### src/rtl/tdm_demux8_latch.sv
// Receive end of an 8:1 TDM link: serial bits land in an addressed latch bank and
// complete frames are committed to Y with a VALID strobe. Optional parity stage: DEMUX8_PARITY_EN.
`timescale 1ns/1ps

module tdm_demux8_latch (
    input  logic       CLK,
    input  logic       RST,
    input  logic       D,
    input  logic       EN,
    input  logic       SYNC,
    output logic       S,
    output logic       T,
    output logic       U,
    output logic [7:0] Q,
    output logic [7:0] Y,
    output logic       VALID,
    output logic       ERR
);

    localparam logic [1:0] ST_IDLE  = 2'd0;
    localparam logic [1:0] ST_SHIFT = 2'd1;
`ifdef DEMUX8_PARITY_EN
    localparam logic [1:0] ST_PAR   = 2'd2;
`endif

    logic [1:0] state_q, state_d;
    logic [2:0] addr_q, addr_d;
    logic [7:0] q_q, q_d;
    logic [7:0] y_q, y_d;
    logic       valid_q, valid_d;
    logic       err_q, err_d;

    always_comb begin
        state_d = state_q;
        addr_d  = addr_q;
        q_d     = q_q;
        y_d     = y_q;
        valid_d = 1'b0;
        err_d   = 1'b0;

        case (state_q)
            ST_IDLE: begin
                addr_d = 3'd0;
                if (EN && SYNC) begin
                    q_d[0]  = D;
                    addr_d  = 3'd1;
                    state_d = ST_SHIFT;
                end
            end

            ST_SHIFT: begin
                if (EN) begin
                    if (SYNC) begin
                        // A fresh SYNC mid-frame abandons the partial frame and restarts at bit 0.
                        err_d  = 1'b1;
                        q_d[0] = D;
                        addr_d = 3'd1;
                    end else begin
                        q_d[addr_q] = D;
                        if (addr_q == 3'd7) begin
`ifdef DEMUX8_PARITY_EN
                            state_d = ST_PAR;
`else
                            y_d     = {D, q_q[6:0]};
                            valid_d = 1'b1;
                            addr_d  = 3'd0;
                            state_d = ST_IDLE;
`endif
                        end else begin
                            addr_d = addr_q + 3'd1;
                        end
                    end
                end
            end

`ifdef DEMUX8_PARITY_EN
            ST_PAR: begin
                if (EN) begin
                    if (SYNC) begin
                        err_d   = 1'b1;
                        q_d[0]  = D;
                        addr_d  = 3'd1;
                        state_d = ST_SHIFT;
                    end else begin
                        // Even parity: the parity bit equals the XOR of the eight data bits.
                        if (D == ^q_q) begin
                            y_d     = q_q;
                            valid_d = 1'b1;
                        end else begin
                            err_d   = 1'b1;
                        end
                        addr_d  = 3'd0;
                        state_d = ST_IDLE;
                    end
                end
            end
`endif

            default: begin
                state_d = ST_IDLE;
                addr_d  = 3'd0;
            end
        endcase
    end

    always_ff @(posedge CLK or posedge RST) begin
        if (RST) begin
            state_q <= ST_IDLE;
            addr_q  <= 3'd0;
            q_q     <= 8'h00;
            y_q     <= 8'h00;
            valid_q <= 1'b0;
            err_q   <= 1'b0;
        end else begin
            state_q <= state_d;
            addr_q  <= addr_d;
            q_q     <= q_d;
            y_q     <= y_d;
            valid_q <= valid_d;
            err_q   <= err_d;
        end
    end

    assign S     = addr_q[0];
    assign T     = addr_q[1];
    assign U     = addr_q[2];
    assign Q     = q_q;
    assign Y     = y_q;
    assign VALID = valid_q;
    assign ERR   = err_q;

endmodule

### config.mk
export PLATFORM = sky130hd
export DESIGN_NAME = tdm_demux8_latch
export DESIGN_NICKNAME = d
export VERILOG_FILES = /design/src/rtl/tdm_demux8_latch.sv
export SDC_FILE = /design/constraint.sdc
export NUM_CORES = 1
export LEC_CHECK = 0
export BUFFER_PORTS_ARGS = -buffer_cell sky130_fd_sc_hd__buf_2
export CAP_MARGIN = 0
export CORE_AREA = 2 2 56 58
export DETAILED_ROUTE_END_ITERATION = 12
export DIE_AREA = 0 0 58 60
export GPL_TIMING_DRIVEN = 0
export PLACE_DENSITY_LB_ADDON = 0.2
export RECOVER_POWER = 100
export SLEW_MARGIN = 20
export SYNTH_ARGS = -nofsm -noshare
export SYNTH_HDL_FRONTEND = slang
export SYNTH_SLANG_ARGS = --single-unit
### constraint.sdc
create_clock -name CLK -period 4 [get_ports CLK]
set_input_delay 1 -clock CLK [delete_from_list [all_inputs] [get_ports CLK]]
set_output_delay 1 -clock CLK [all_outputs]
set_load 0.01 [all_outputs]
==> run metrics, run 1 <==
Hold Vio Cnt, Final 0; worst-skew pair later-pin latency 0.30 ns; Yosys cell types 23; commonest non-fill, non-tap cell in the layout clkbuf_1; total negative slack 0 ns; num rows 20; share of the synthesized area in the top cell type a little under three fifths; initial antenna violation count 0; root buffer cell clkbuf_4; post-layout minimum cycle time 2.26 ns; drt pass-1 iters 2; core area 2900 um^2; CTS tree built; leakage roughly 0.54 nW; DP HPWL about 1200 um; Final Non-Filler Cells 133; Placed Cells 129; Worst VDD drop 0.000259 V; hold crit path type register to register; CTS Sinks 22; Critical Path Fanout Max 10; CTS clk-pin slew, worst paths between 0.1 and 0.15 ns; Die Wd 58 um; Worst Max-Slew Pin Slew 0.797 ns; CP Capture Type register; largest net degree at the start of global routing 23; CP dominant cell by count clkbuf_1; Fmax achieved approximately 440 MHz; syn_nets 78; post-CTS setup buffers 0; Vias/cell 4.83; Nets 108; Slew Limit Headroom a little under half; met3 Resource Use GR under 10%; number of max-cap violations 0; global-route wire length before repair 2950 um; Syn Inst Count 71; grt met1 use roughly 14%; total grt overflow 0; diode count 0; fin. max-slew vios 0; vias in the first global route between 600 and 700; detailed-route via count 643; worst path cell trace clkbuf_1, clkbuf_1, nand4b_1, mux2_1; Setup crit start kind input pin; number of I/O pins 26; Die ar. 3480 um^2; Tcrit/Tclk final 56.5%; Clock Skews 0.0107 ns; Final ANT Viol Nets 0; sequential share of the synthesized area 55.3%; H-tree levels 1; synth warn 0; gpl congestion ~0.8; CTS Buf Count 3; Worst Setup Path Type input pin to register; Filler cells 301; Tot GR Track Use 11.3%; ranking of synthesized cells by area dfrtp_1 55%, mux2_2 10%, mux2_1 7.9%; crit path max-delay cell type nand4b_1; DRC 0; Yosys top cell by area dfrtp_1; commonest cells after routing, fill and taps aside 24 x clkbuf_1, 22 x dfrtp_1, 9 x mux2_2; Routed WL per cell 12.8 um; CTS max path bufs 2; initial core utilization between 30% and 40%; I/O Buffers 25; Setup-failing EPs final 0; CTS hold repair buffers 0; drt total wl roughly 1700 um; Layout area overhead 15.6%; worst hold margin slightly above 0.5 ns; Crit path largest cell delay between 0.5 and 0.6 ns; GRT busiest layer met2; die height 60 um; pwr dens 603 nW/um^2; post_cts resized 0; CP arrival 2.46 ns; Required @ worst endpoint ~4.2 ns; met2 GRT Util between 10% and 20%; status finished, final reports clean; setup repair after global routing missed its margin false; Yosys reg bits 22; Syn Area/Cell 14.0 um^2; share of cells above drive strength 1 19.0%; Initial DRC Count 4; Syn Std Cell Area between 900 and 1000 um^2
## path summary, 6_finish.rpt
check                           from        end  slack (ns)  depth (start not counted)
setup / recovery                  EN       Y[5]        1.74                          4
setup reg to reg           addr_q[0]       Y[5]        2.10                          4
max in group asynchronous        RST  addr_q[1]        2.67                          2
hold reg to reg                 Y[5]       Y[5]        0.51                          1
min in group asynchronous        RST       Y[7]        0.82                          2
hold / removal                  Y[5]       Y[5]        0.51                          1
## area by class of cell
class	instances	area, um^2	area share, %
Clock inverter	1	30.0	2.61
Timing Repair Buffer	25	96.3	8.38
Multi-Input combinational cell	43	380	33.1
Inverter	2	7.51	0.653
Tap cell	33	41.3	3.59
Sequential cell	22	551	47.9
Clock buffer	3	22.5	1.96
Buffer	4	21.3	1.85
## Yosys cell counts
cell type and instances:
nor2_1 1, and3_1 1, a22o_1 2, nand3_1 1, ha_1 2, mux2_2 9
nand3b_1 2, a21oi_1 2, nor3b_2 2, o21ai_1 1, nand4b_4 1, nor3_1 1
xor2_1 1, nand4b_2 1, mux2_1 7, nand2_1 2, buf_2 2, and4bb_1 1
inv_1 2, dfrtp_1 22, nor2b_1 5, nor4b_2 1, buf_4 2
## flip-flops by register name, indices dropped and copies added, names as in the netlist
name	flops
ERR	1
addr_q	3
Y	8
VALID	1
state_q	1
Q	8
## layer usage
metal | part of all wire, % | vias to the layer above
li1 | - | 307
met5 | 0 | -
met2 | 45 | 20
met3 | 7.0 | 4
met1 | 46 | 312
met4 | 1.2 | 0
## per-stage QoR
stage	power, mW	area, um^2	util, %	setup WS, ns
global placement	0.553	1160	40.0	1.90
global route	0.747	1150	39.6	1.60
CTS	0.730	1210	41.8	1.99
detailed placement	0.561	1160	40.0	1.88
floorplan	0.472	995	-	2.12
finish	0.694	1150	39.6	1.74
## cell families (layout without fill, tap and decap cells)
kind of cell	after synthesis	after routing	synth area share [%]
AO/OA/AOI/OAI	5	5	3.27
buffers and inverters	6	35	3.27
flip-flops	22	22	55.3
multiplexers	16	16	18.1
AND/OR/NAND/NOR	19	19	16.6
adder cells (fa/ha/maj)	2	2	2.52
XOR/XNOR	1	1	0.881
## power breakdown
part           internal [mW]  total, mW  switching (mW)
Combinational         0.0951      0.204           0.109
Clock                  0.101      0.166          0.0650
Sequential             0.283      0.324          0.0407
Total                  0.480      0.694           0.214
## worst max-delay path, delay by kind of cell
kind,cells,cell delay (ns)
AND/OR/NAND/NOR,1,0.53
buffers and inverters,2,0.45
multiplexers,1,0.48
Note: power is estimated with default switching activity, not from simulation.
==> inputs of run 2 (changes only) <==
Clock period 4 ns to 1.84 ns, I/O delays scaled along.
==> run 2 against run 1 <==
  * Worst hold slack got worse by 0.23 ns
  * Total power grew 120%
  * Setup slack got worse by 1.5 ns
  * Sequential share of layout area down 0.46 points
  * Sequential cell count stayed put
==> run metrics, run 2 (synthesized netlist as in run 1, its figures left out) <==
status finished, final reports clean; Net Sw Power 0.468 mW (+120%); share of cells above drive strength 1 21.0% (+2.0 points); CTS tree built; fin. max-slew vios 0 (unchanged); Worst VDD drop 0.000562 V (+120%); I/O Buffers 25 (unchanged); Finished Cell Area 1160 um^2 (+0.98%); worst path cell trace clkbuf_1, nand4b_1, nor3b_1, mux2_1; Nets 108 (unchanged); worst-skew pair later-pin latency 0.30 ns (about the same); Tcrit/Tclk final 88.8%; CP arrival 1.84 ns (-0.62 ns); Clock Skews 0.0121 ns (+0.00146 ns); Die Wd 58 um (unchanged); Critical Path Fanout Max 9 (-1); gpl congestion 0.786 (unchanged); global-route wire length before repair 2950 um (unchanged); Slew Limit Headroom 46.3% (-0.46 points); total negative slack 0 ns (unchanged); Layout area overhead 16.7%; DP HPWL 1240 um (unchanged); Die ar. 3480 um^2 (unchanged); num rows 20 (unchanged); CP Capture Type register; crit-path leading delay family simple AND/OR/NAND/NOR gates; reg-to-reg slack, setup 0.21 ns (-1.89 ns); root buffer cell clkbuf_4; worst hold margin 0.282 ns (-0.225 ns); drt pass-1 iters 4 (+2); Vias/cell 4.84 (+0.16%); placed instance area 1160 um^2 (unchanged); Fmax achieved 612 MHz; Worst Setup Path Type register to register; commonest cells after routing, fill and taps aside 22 x dfrtp_1, 22 x clkbuf_1, 9 x mux2_2; share of power burned in registers 46.6% (about the same); final setup margin 0.206 ns (-1.53 ns); core area 2900 um^2 (unchanged); Tot GR Track Use 11.3% (unchanged); Setup-failing EPs final 0 (unchanged); Required @ worst endpoint 2.04 ns (-2.16 ns); post_cts resized 0 (unchanged); vias in the first global route 675 (unchanged); die height 60 um (unchanged); CTS max path bufs 2 (unchanged); setup repair after global routing missed its margin false; Crit path largest cell delay 0.35 ns (-0.18 ns); WP buf/inv 1 (-1); number of max-cap violations 0 (unchanged); reg2reg end Q[5]; dpl ws 0.220 ns (-1.66 ns); Final ANT Viol Nets 0 (unchanged); CTS hold repair buffers 0 (unchanged); Routed WL per cell 12.8 um (-0.29%); pwr dens 1300 nW/um^2 (+120%); number of I/O pins 26 (unchanged); diode count 0 (unchanged); CTS clk-pin slew, worst paths 0.13 ns (about the same); Hold Vio Cnt, Final 0 (unchanged); initial core utilization 34.3% (unchanged); post-CTS setup buffers 0 (unchanged); detailed-route via count 644 (+0.16%); post-layout minimum cycle time 1.63 ns; Internal Power 1.04 mW (+120%); CTS Buf Count 3 (unchanged); total grt overflow 0 (unchanged); Initial DRC Count 4 (unchanged); DRC 0 (unchanged); R2R cell count 4 (unchanged); drt total wl 1700 um (-0.29%); largest net degree at the start of global routing 23 (unchanged); leakage 0.553 nW (+1.7%); Setup crit start kind register; r2r startpoint state_q[0]; CTS Sinks 22 (unchanged); Crit path depth 4 (unchanged); Worst Max-Slew Pin Slew 0.804 ns (+0.00693 ns); clock share of power 24.1% (about the same); initial antenna violation count 0 (unchanged); Comb power frac 29.3% (about the same); H-tree levels 1 (unchanged); hold crit path type input pin to asynchronous set/reset pin; Sw Ratio 31.1% (+0.18 points); crit path max-delay cell type mux2_1
==> run 2: cell types whose count changed in the layout (fill, tap and decap cells not counted) <==
cell      change
buf_2         +2
clkbuf_1      -2
nand4b_1      -1
nand4b_4      +1
nor4b_1       +1
nor4b_2       -1
o21ai_0       -1
o21ai_1       +1
==> run 2: layer usage <==
layer,wire length [um],vias to the layer above,GRT usage [%],share of wire [%]
met3,117,4,3.03,6.9
met2,756,20,18.7,45
met5,0,-,0,0
met1,800,313,13.9,47
li1,-,307,-,-
met4,21,0,4.98,1.2
==> run 2: cell type report <==
type | count | area [um^2]
fill | 300 | 1740
sequential | 22 | 551
multi-input combinational | 43 | 389
timing repair buffer | 25 | 98.8
tap | 33 | 41.3
clock inverter | 1 | 30.0
clock buffer | 3 | 22.5
buffer | 4 | 21.3
inverter | 2 | 7.51
==> run 2: power by group through the flow <==
stage | combinational [mW] | clock [mW] | sequential [mW]
global placement | 0.493 | 0 | 0.710
global route | 0.492 | 0.396 | 0.731
finish | 0.441 | 0.363 | 0.702
floorplan | 0.253 | 0 | 0.772
detailed placement | 0.504 | 0 | 0.716
CTS | 0.504 | 0.377 | 0.706
==> run 2: stage by stage <==
| stage | power [mW] | util [%] | std cells |
|---|---|---|---|
| 2_1_floorplan | 1.03 | - | 71 |
| 3_3_place_gp | 1.20 | 40.0 | 129 |
| 3_5_place_dp | 1.22 | 40.0 | 129 |
| 6_report | 1.51 | 40.0 | 133 |
| 5_1_grt | 1.62 | 40.0 | 133 |
| 4_1_cts | 1.59 | 41.8 | 133 |
==> run 2: worst max path at each step <==
stage,slack (ns),start,end
after floorplan,0.33,addr_q[0],Y[0]
after global placement,0.26,addr_q[0],Y[6]
after detailed placement,0.22,addr_q[0],Y[5]
after CTS,0.20,addr_q[0],Y[6]
after global routing,0.07,state_q[0],Q[3]
final,0.21,state_q[0],Q[5]
==> run 2: worst register-to-register path, stage by stage, from the launching register on <==
cell      delay, ns
dfrtp_1        0.34
clkbuf_1       0.33
nand4b_1       0.24
nor3b_1        0.27
mux2_1         0.35
